### src/rtl/systolic_pkg.sv
// Shared FSM encodings and elaboration-time helpers for the output-stationary systolic MAC array.
package systolic_pkg;

  localparam logic [1:0] ST_IDLE  = 2'd0;
  localparam logic [1:0] ST_LOAD  = 2'd1;
  localparam logic [1:0] ST_FLUSH = 2'd2;
  localparam logic [1:0] ST_DRAIN = 2'd3;

  // Bit width needed to hold values 0..n-1, never less than one bit.
  function automatic int clog2_min1(input int n);
    int r;
    r = 1;
    while ((1 << r) < n) r++;
    return r;
  endfunction

  // Zero-operand advances needed for the far corner PE to see the last beat.
  function automatic int flush_cycles(input int n);
    return 2 * n - 2;
  endfunction

endpackage

### src/rtl/systolic_pe.sv
// One processing element: multiply-accumulate on advance, with A forwarded right and B forwarded down.
module systolic_pe #(
  parameter int DATA_WIDTH = 8,
  parameter int ACC_WIDTH  = 20,
  parameter int SIGNED     = 0
) (
  input  logic                  clk,
  input  logic                  reset,
  input  logic                  en_i,
  input  logic                  clr_acc_i,
  input  logic                  clr_pipe_i,
  input  logic [DATA_WIDTH-1:0] a_i,
  input  logic [DATA_WIDTH-1:0] b_i,
  output logic [DATA_WIDTH-1:0] a_o,
  output logic [DATA_WIDTH-1:0] b_o,
  output logic [ACC_WIDTH-1:0]  acc_o
);

  logic [2*DATA_WIDTH-1:0] prod;
  logic [ACC_WIDTH-1:0]    prod_ext;
  logic [ACC_WIDTH-1:0]    acc_q, acc_d;
  logic [DATA_WIDTH-1:0]   a_q, b_q;

  generate
    if (SIGNED != 0) begin : g_signed
      assign prod     = (2*DATA_WIDTH)'($signed(a_i)) * (2*DATA_WIDTH)'($signed(b_i));
      assign prod_ext = ACC_WIDTH'($signed(prod));
    end else begin : g_unsigned
      assign prod     = (2*DATA_WIDTH)'(a_i) * (2*DATA_WIDTH)'(b_i);
      assign prod_ext = ACC_WIDTH'(prod);
    end
  endgenerate

  // Wraps modulo 2^ACC_WIDTH by construction.
  assign acc_d = acc_q + prod_ext;

  always_ff @(posedge clk or posedge reset) begin
    if (reset) begin
      acc_q <= '0;
      a_q   <= '0;
      b_q   <= '0;
    end else begin
      if (clr_acc_i) begin
        acc_q <= '0;
      end else if (en_i) begin
        acc_q <= acc_d;
      end
      if (clr_pipe_i) begin
        a_q <= '0;
        b_q <= '0;
      end else if (en_i) begin
        a_q <= a_i;
        b_q <= b_i;
      end
    end
  end

  assign a_o   = a_q;
  assign b_o   = b_q;
  assign acc_o = acc_q;

endmodule

### src/rtl/systolic_mm_array.sv
// N x N output-stationary matrix-multiply array: input skew, load/flush/drain sequencing, row-wise result stream.
module systolic_mm_array
  import systolic_pkg::*;
#(
  parameter int ARRAY_SIZE = 4,
  parameter int DATA_WIDTH = 8,
  parameter int ACC_WIDTH  = 20,
  parameter int K_WIDTH    = 8,
  parameter int SIGNED     = 0
) (
  input  logic                               clk,
  input  logic                               reset,
  input  logic                               start,
  input  logic [K_WIDTH-1:0]                 k_len,
  input  logic                               accumulate,
  input  logic                               in_valid,
  output logic                               in_ready,
  input  logic [ARRAY_SIZE*DATA_WIDTH-1:0]   in_left,
  input  logic [ARRAY_SIZE*DATA_WIDTH-1:0]   in_top,
  output logic                               out_valid,
  input  logic                               out_ready,
  output logic [ARRAY_SIZE*ACC_WIDTH-1:0]    out_row,
  output logic [clog2_min1(ARRAY_SIZE)-1:0]  out_row_idx,
  output logic                               busy,
  output logic                               done
);

  localparam int N     = ARRAY_SIZE;
  localparam int FC    = flush_cycles(ARRAY_SIZE);
  localparam int FW    = clog2_min1(FC + 1);
  localparam int IDX_W = clog2_min1(ARRAY_SIZE);

  logic [1:0]         state_q, state_d;
  logic [K_WIDTH-1:0] k_len_q, k_len_d;
  logic [K_WIDTH-1:0] beat_q, beat_d;
  logic [FW-1:0]      flush_q, flush_d;
  logic [IDX_W-1:0]   row_q, row_d;
  logic               done_q, done_d;
  logic               clr_acc, clr_pipe, adv, load_sel;

  logic [DATA_WIDTH-1:0] skew_a [N];
  logic [DATA_WIDTH-1:0] skew_b [N];
  logic [DATA_WIDTH-1:0] a_pass [N][N];
  logic [DATA_WIDTH-1:0] b_pass [N][N];
  logic [ACC_WIDTH-1:0]  acc    [N][N];

  assign load_sel = (state_q == ST_LOAD);
  // The whole grid steps together, so a stalled beat never breaks the diagonal wavefront.
  assign adv      = (load_sel && in_valid) || (state_q == ST_FLUSH);

  always_comb begin
    state_d  = state_q;
    k_len_d  = k_len_q;
    beat_d   = beat_q;
    flush_d  = flush_q;
    row_d    = row_q;
    done_d   = 1'b0;
    clr_acc  = 1'b0;
    clr_pipe = 1'b0;
    case (state_q)
      ST_IDLE: begin
        if (start) begin
          k_len_d  = k_len;
          beat_d   = '0;
          flush_d  = '0;
          row_d    = '0;
          clr_pipe = 1'b1;
          clr_acc  = ~accumulate;
          state_d  = (k_len == '0) ? ST_DRAIN : ST_LOAD;
        end
      end
      ST_LOAD: begin
        if (in_valid) begin
          if (beat_q == k_len_q - K_WIDTH'(1)) begin
            beat_d  = '0;
            state_d = (FC == 0) ? ST_DRAIN : ST_FLUSH;
          end else begin
            beat_d = beat_q + K_WIDTH'(1);
          end
        end
      end
      ST_FLUSH: begin
        if (flush_q == FW'(FC - 1)) begin
          flush_d = '0;
          state_d = ST_DRAIN;
        end else begin
          flush_d = flush_q + FW'(1);
        end
      end
      ST_DRAIN: begin
        if (out_ready) begin
          if (row_q == IDX_W'(N - 1)) begin
            row_d   = '0;
            done_d  = 1'b1;
            state_d = ST_IDLE;
          end else begin
            row_d = row_q + IDX_W'(1);
          end
        end
      end
      default: state_d = ST_IDLE;
    endcase
  end

  always_ff @(posedge clk or posedge reset) begin
    if (reset) begin
      state_q <= ST_IDLE;
      k_len_q <= '0;
      beat_q  <= '0;
      flush_q <= '0;
      row_q   <= '0;
      done_q  <= 1'b0;
    end else begin
      state_q <= state_d;
      k_len_q <= k_len_d;
      beat_q  <= beat_d;
      flush_q <= flush_d;
      row_q   <= row_d;
      done_q  <= done_d;
    end
  end

  genvar gi, gj;
  generate
    for (gi = 0; gi < N; gi++) begin : g_skew
      logic [DATA_WIDTH-1:0] a_feed, b_feed;
      // Operands outside LOAD are forced to zero so flushing never injects stale bus values.
      assign a_feed = load_sel ? in_left[gi*DATA_WIDTH +: DATA_WIDTH] : '0;
      assign b_feed = load_sel ? in_top[gi*DATA_WIDTH +: DATA_WIDTH]  : '0;
      if (gi == 0) begin : g_nodly
        assign skew_a[gi] = a_feed;
        assign skew_b[gi] = b_feed;
      end else begin : g_dly
        logic [DATA_WIDTH-1:0] a_sr_q [gi];
        logic [DATA_WIDTH-1:0] b_sr_q [gi];
        always_ff @(posedge clk or posedge reset) begin
          if (reset) begin
            for (int k = 0; k < gi; k++) begin
              a_sr_q[k] <= '0;
              b_sr_q[k] <= '0;
            end
          end else if (clr_pipe) begin
            for (int k = 0; k < gi; k++) begin
              a_sr_q[k] <= '0;
              b_sr_q[k] <= '0;
            end
          end else if (adv) begin
            a_sr_q[0] <= a_feed;
            b_sr_q[0] <= b_feed;
            for (int k = 1; k < gi; k++) begin
              a_sr_q[k] <= a_sr_q[k-1];
              b_sr_q[k] <= b_sr_q[k-1];
            end
          end
        end
        assign skew_a[gi] = a_sr_q[gi-1];
        assign skew_b[gi] = b_sr_q[gi-1];
      end
    end

    for (gi = 0; gi < N; gi++) begin : g_row
      for (gj = 0; gj < N; gj++) begin : g_col
        logic [DATA_WIDTH-1:0] a_in, b_in;
        if (gj == 0) begin : g_a_edge
          assign a_in = skew_a[gi];
        end else begin : g_a_int
          assign a_in = a_pass[gi][gj-1];
        end
        if (gi == 0) begin : g_b_edge
          assign b_in = skew_b[gj];
        end else begin : g_b_int
          assign b_in = b_pass[gi-1][gj];
        end
        systolic_pe #(
          .DATA_WIDTH (DATA_WIDTH),
          .ACC_WIDTH  (ACC_WIDTH),
          .SIGNED     (SIGNED)
        ) u_pe (
          .clk        (clk),
          .reset      (reset),
          .en_i       (adv),
          .clr_acc_i  (clr_acc),
          .clr_pipe_i (clr_pipe),
          .a_i        (a_in),
          .b_i        (b_in),
          .a_o        (a_pass[gi][gj]),
          .b_o        (b_pass[gi][gj]),
          .acc_o      (acc[gi][gj])
        );
      end
    end
  endgenerate

  always_comb begin
    out_row = '0;
    if (state_q == ST_DRAIN) begin
      for (int j = 0; j < N; j++) begin
        out_row[j*ACC_WIDTH +: ACC_WIDTH] = acc[row_q][j];
      end
    end
  end

  assign in_ready    = load_sel;
  assign out_valid   = (state_q == ST_DRAIN);
  assign out_row_idx = row_q;
  assign busy        = (state_q != ST_IDLE);
  assign done        = done_q;

endmodule

### config.mk
export PLATFORM = sky130hd
export DESIGN_NAME = systolic_mm_array
export DESIGN_NICKNAME = d
export VERILOG_FILES = /design/src/rtl/systolic_pkg.sv /design/src/rtl/systolic_pe.sv /design/src/rtl/systolic_mm_array.sv
export SDC_FILE = /design/constraint.sdc
export NUM_CORES = 2
export LEC_CHECK = 0
export CORE_MARGIN = 3
export CORE_UTILIZATION = 30
export CTS_CLUSTER_DIAMETER = 100
export DETAILED_ROUTE_END_ITERATION = 7
export PLACE_DENSITY_LB_ADDON = 0.12
export SYNTH_ARGS = -nofsm -noshare
export SYNTH_HDL_FRONTEND = slang
export SYNTH_SLANG_ARGS = --single-unit
### constraint.sdc
create_clock -name clk -period 56.5 [get_ports clk]
set_input_delay 16.95 -clock clk [delete_from_list [all_inputs] [get_ports clk]]
set_output_delay 16.95 -clock clk [all_outputs]
set_load 0.005 [all_outputs]
==> summary.md <==
| Metric | Value |
|---|---|
| Register-to-Register Path Depth | 20 |
| RSZ-0062 raised after global routing | false |
| Synth unique cells | 75 |
| Vias in the first global route | 56,173 |
| Crit path kind | input pin to flop |
| Final setup TNS | 0 ns |
| Hold Path End | g_row[1].g_col[3].u_pe.acc_o[14] |
| Final hold vios | 0 |
| Tot Pwr | ~2900 uW |
| Gr usage total | 18.54% |
| Initial DRC count | about 2,700 |
| Via Count | ~54,000 |
| Fillers | 24,511 |
| Root Buffer | clkbuf_16 |
| Fin crit period | 21.45 ns |
| Slew Viols, Final | 0 |
| Final design area excluding fillers | 0.07827 mm2 |
| Synthesized Nets | 9,782 |
| Maximum root-to-sink buffer count | 3 |
| Pwr dens | 36.47 mW/mm2 |
| HPWL after DPL | 167,000 um |
| R2R setup slack | 50.00 ns |
| GRT overflow | 0 |
| Yosys warning total | 0 |
| Share of cells above drive strength 1 | 3.979% |
| Core Footprint | 0.2334 mm2 |
| Mapped Avg Cell Area | 8.578 um2 |
| Slew headroom | between 20 and 25% |
| Post-synth EDFFs | 0 |
| Startpoint types | input pin |
| Setup ws final | between 30 and 40 ns |
| Synth Cell Area | 0.07068 mm2 |
| Initial antenna violation count | 8 |
| Die area | 0.2415 mm2 |
| Async set-reset flop share out of synthesis | 100.0% |
| Vias/cell | ~4.7 |
| Critical path's largest stage delay | 0.75 ns |
| CTS tree | done |
| Hold bufs inserted after CTS | 0 |
| Largest net degree at the start of global routing | 177 |
| Prevailing post-synth register cell | dfrtp_1 |
| Clk Latency, worst-skew pair | 0.73 ns |
| Commonest non-fill, non-tap cell in the layout | inv_1 |
| First-pass GRT wire length | 349,500 um |
| R2r startpoint | state_q[1] |
| Seq/Total Area, Yosys | 22.37% |
| Num rows | approximately 180 |
| Cell Area, Placed | 0.07499 mm2 |
| Worst-path clk slew | 0.06 ns |
| Hold Crit Class | flop to flop |
| Initial Util | between 30 and 40% |
| Worst setup EP type | flop |
| Main area contributors after synthesis | fa_1 (23%), dfrtp_1 (22%), ha_1 (12%), inv_1 (8.5%), nand2_1 (8.0%) |
| CP dominant cell by count | fa_1 |
| Die Span Y | 491.4 um |
| Reg-to-reg endpoint | g_row[0].g_col[0].u_pe.acc_o[16] |
| First-pass DRT Iterations | 6 |
| Crit path DAT | 22.02 ns |
| Top cell type's share of synthesized area | 22.66% |
| # H-tree levels | 3 |
| Postcts setup bufs | 0 |
| Most frequent cells in the layout | inv_1 (1,608), nand2_1 (1,497), fa_1 (800), a21oi_1 (679), ha_1 (662) |
| Critical-path top delay cell | clkdlybuf4s50_1 |
| Cells after synthesis | 8,240 |
| Area grow syn2layout | 10.74% |
| Placer Congestion | 0.8237 |
| Synth area leader | fa_1 |
| CTS buffer count | around 90 |
| Period utilization | 37.97% |
| Worst-Margin Slew | 1.171 ns |
| Skew final | ~0.033 ns |
| Die extent in x | 491.4 um |
| Post-synthesis register bit count | 632 |
| Status | finished, final reports clean |
| Crit Path Max Fanout | 9 |
| Hold path depth | 2 |
| Dpl ws | ~34 ns |
| Worst vdd ir | 0.00004198 V |
| DR WL/cell | 19.61 um |
| Post_cts resized | 0 |
| DR DRC count | 0 |
| NumNets Final | 9,632 |
| Port Buffer Count | ~160 |
| Wirelength, routed | approximately 220,000 um |
| Critical Path, Cell by Cell | clkdlybuf4s50_1 > nand3_1 > fa_1 > fa_1 > inv_1 > fa_1 > inv_1 > fa_1 > inv_1 > ha_1 > and3_1 > a2111oi_4 > nand3_1 > a221oi_2 > o21ai_0 > xnor2_1 > o21ai_0 |
| Count of clock tree sinks | between 600 and 700 |
| Fmax | 46.62 MHz |
| Antenna Violating Nets Remaining | 0 |
| Required time worst endpoint | approximately 57 ns |
| Max_cap viols | 0 |
| Min-Delay Startpoint | g_row[1].g_col[3].u_pe.acc_o[14] |
| IO Pins | 164 |
| Setup-failing EPs final | 0 |
| Static leakage | 0.03835 uW |
-- final cells by class --
class	count	area (um2)	share of cell area, %
clock inverters	52	693.2	0.8856
clock buffers	119	2556	3.266
well taps	3132	3919	5.007
flip-flops and latches	632	15820	20.21
inverters	1609	6047	7.726
repair buffers	209	2027	2.590
multi-input cells	5546	47180	60.27
diodes	13	32.53	0.04156
-- Yosys cell counts (5+ instances only) --
cell type	instances
or3_1	18
o21ai_1	6
o22ai_1	9
nor3_1	37
nor2_1	134
buf_1	20
inv_1	1609
dfrtp_1	632
xor2_1	92
a211oi_1	46
o2111ai_1	8
a21o_1	77
nor3b_1	10
and2_1	605
o21ai_0	155
o211ai_1	37
o31ai_1	7
ha_1	664
mux4_2	80
a21oi_1	680
a22o_1	7
nand4_1	18
o211a_1	9
nand3_1	126
o21bai_1	37
xnor2_1	92
a221o_1	5
o21a_1	31
a31o_2	8
nand2b_1	32
and3_1	57
mux2i_1	25
a2111o_1	6
fa_1	800
nor2b_1	11
a31oi_1	44
nand2_1	1498
a2111oi_0	9
clkbuf_1	426
-- worst max path at each step --
stage                     slack (ns)       start  depth (start not counted)                          endpoint
after global routing           34.77  in_left[6]                         18  g_row[0].g_col[0].u_pe.acc_o[16]
after floorplan                21.85       reset                          1                         beat_q[0]
after detailed placement       34.30  in_left[5]                         17  g_row[0].g_col[0].u_pe.acc_o[16]
final                          35.05  in_left[5]                         17  g_row[0].g_col[0].u_pe.acc_o[16]
after global placement         34.28  in_left[5]                         17  g_row[0].g_col[0].u_pe.acc_o[16]
after CTS                      35.10  in_left[5]                         17  g_row[0].g_col[0].u_pe.acc_o[16]
-- worst max-delay path, delay by kind of cell --
family                     cells  cell delay (ns)
buffers and inverters          4             0.89
xor gates and xnor gates       1             0.14
and+or+nand+nor                3             0.56
AOI/OAI and AO/OA              4             1.10
adders and majority gates      5             2.37
-- layer usage --
metal | track usage, % | vias to the layer above | wire (um)
met5 | 0 | - | 0
met4 | 3.625 | 0 | 3888
met3 | 1.541 | 176 | 5757
met2 | 31.97 | 756 | 108400
met1 | 25.44 | 27228 | 103800
li1 | - | 25437 | -
-- power breakdown --
part	switching [uW]	internal (uW)
registers	349	592
logic	824	457
clock network	251	381
-- kinds of logic (layout without fill, tap and decap cells) --
group	count (synthesis)	in the layout	share of synthesized area [%]
and+or+nand+nor	2562	2562	16.67
buffers and inverters	2062	1989	11.00
adders and majority gates	1464	1464	34.41
AOI/OAI and AO/OA	1228	1228	10.32
DFF	632	632	22.37
xor gates and xnor gates	184	184	2.280
muxes	108	108	2.951
other	0	13	0
-- state kept, by name, indices dropped and copies added, names as in the netlist --
name / cells
g_row.g_col.u_pe.acc_o: 320
state_q: 2
g_row.g_col.b_in: 24
out_row_idx: 2
flush_q: 3
g_row.g_col.u_pe.a_o: 96
beat_q: 8
k_len_q: 8
g_skew.g_dly.b_sr_q: 24
g_skew.g_dly.a_sr_q: 24
g_row.g_col.u_pe.b_o: 96
g_row.g_col.a_in: 24
done: 1
-- through the flow --
| stage | utilization [%] | hold slack [ns] | cells |
|---|---|---|---|
| after floorplan | - | 0.4652 | 8240 |
| after global placement | 32.13 | 0.4906 | 11128 |
| after detailed placement | 32.13 | 0.4953 | 11128 |
| after CTS | 33.52 | 0.5097 | 11299 |
| after global routing | 33.53 | 0.5335 | 11309 |
| final | 33.53 | 0.5095 | 11312 |
No activity file was read; power rests on OpenSTA's default activity.
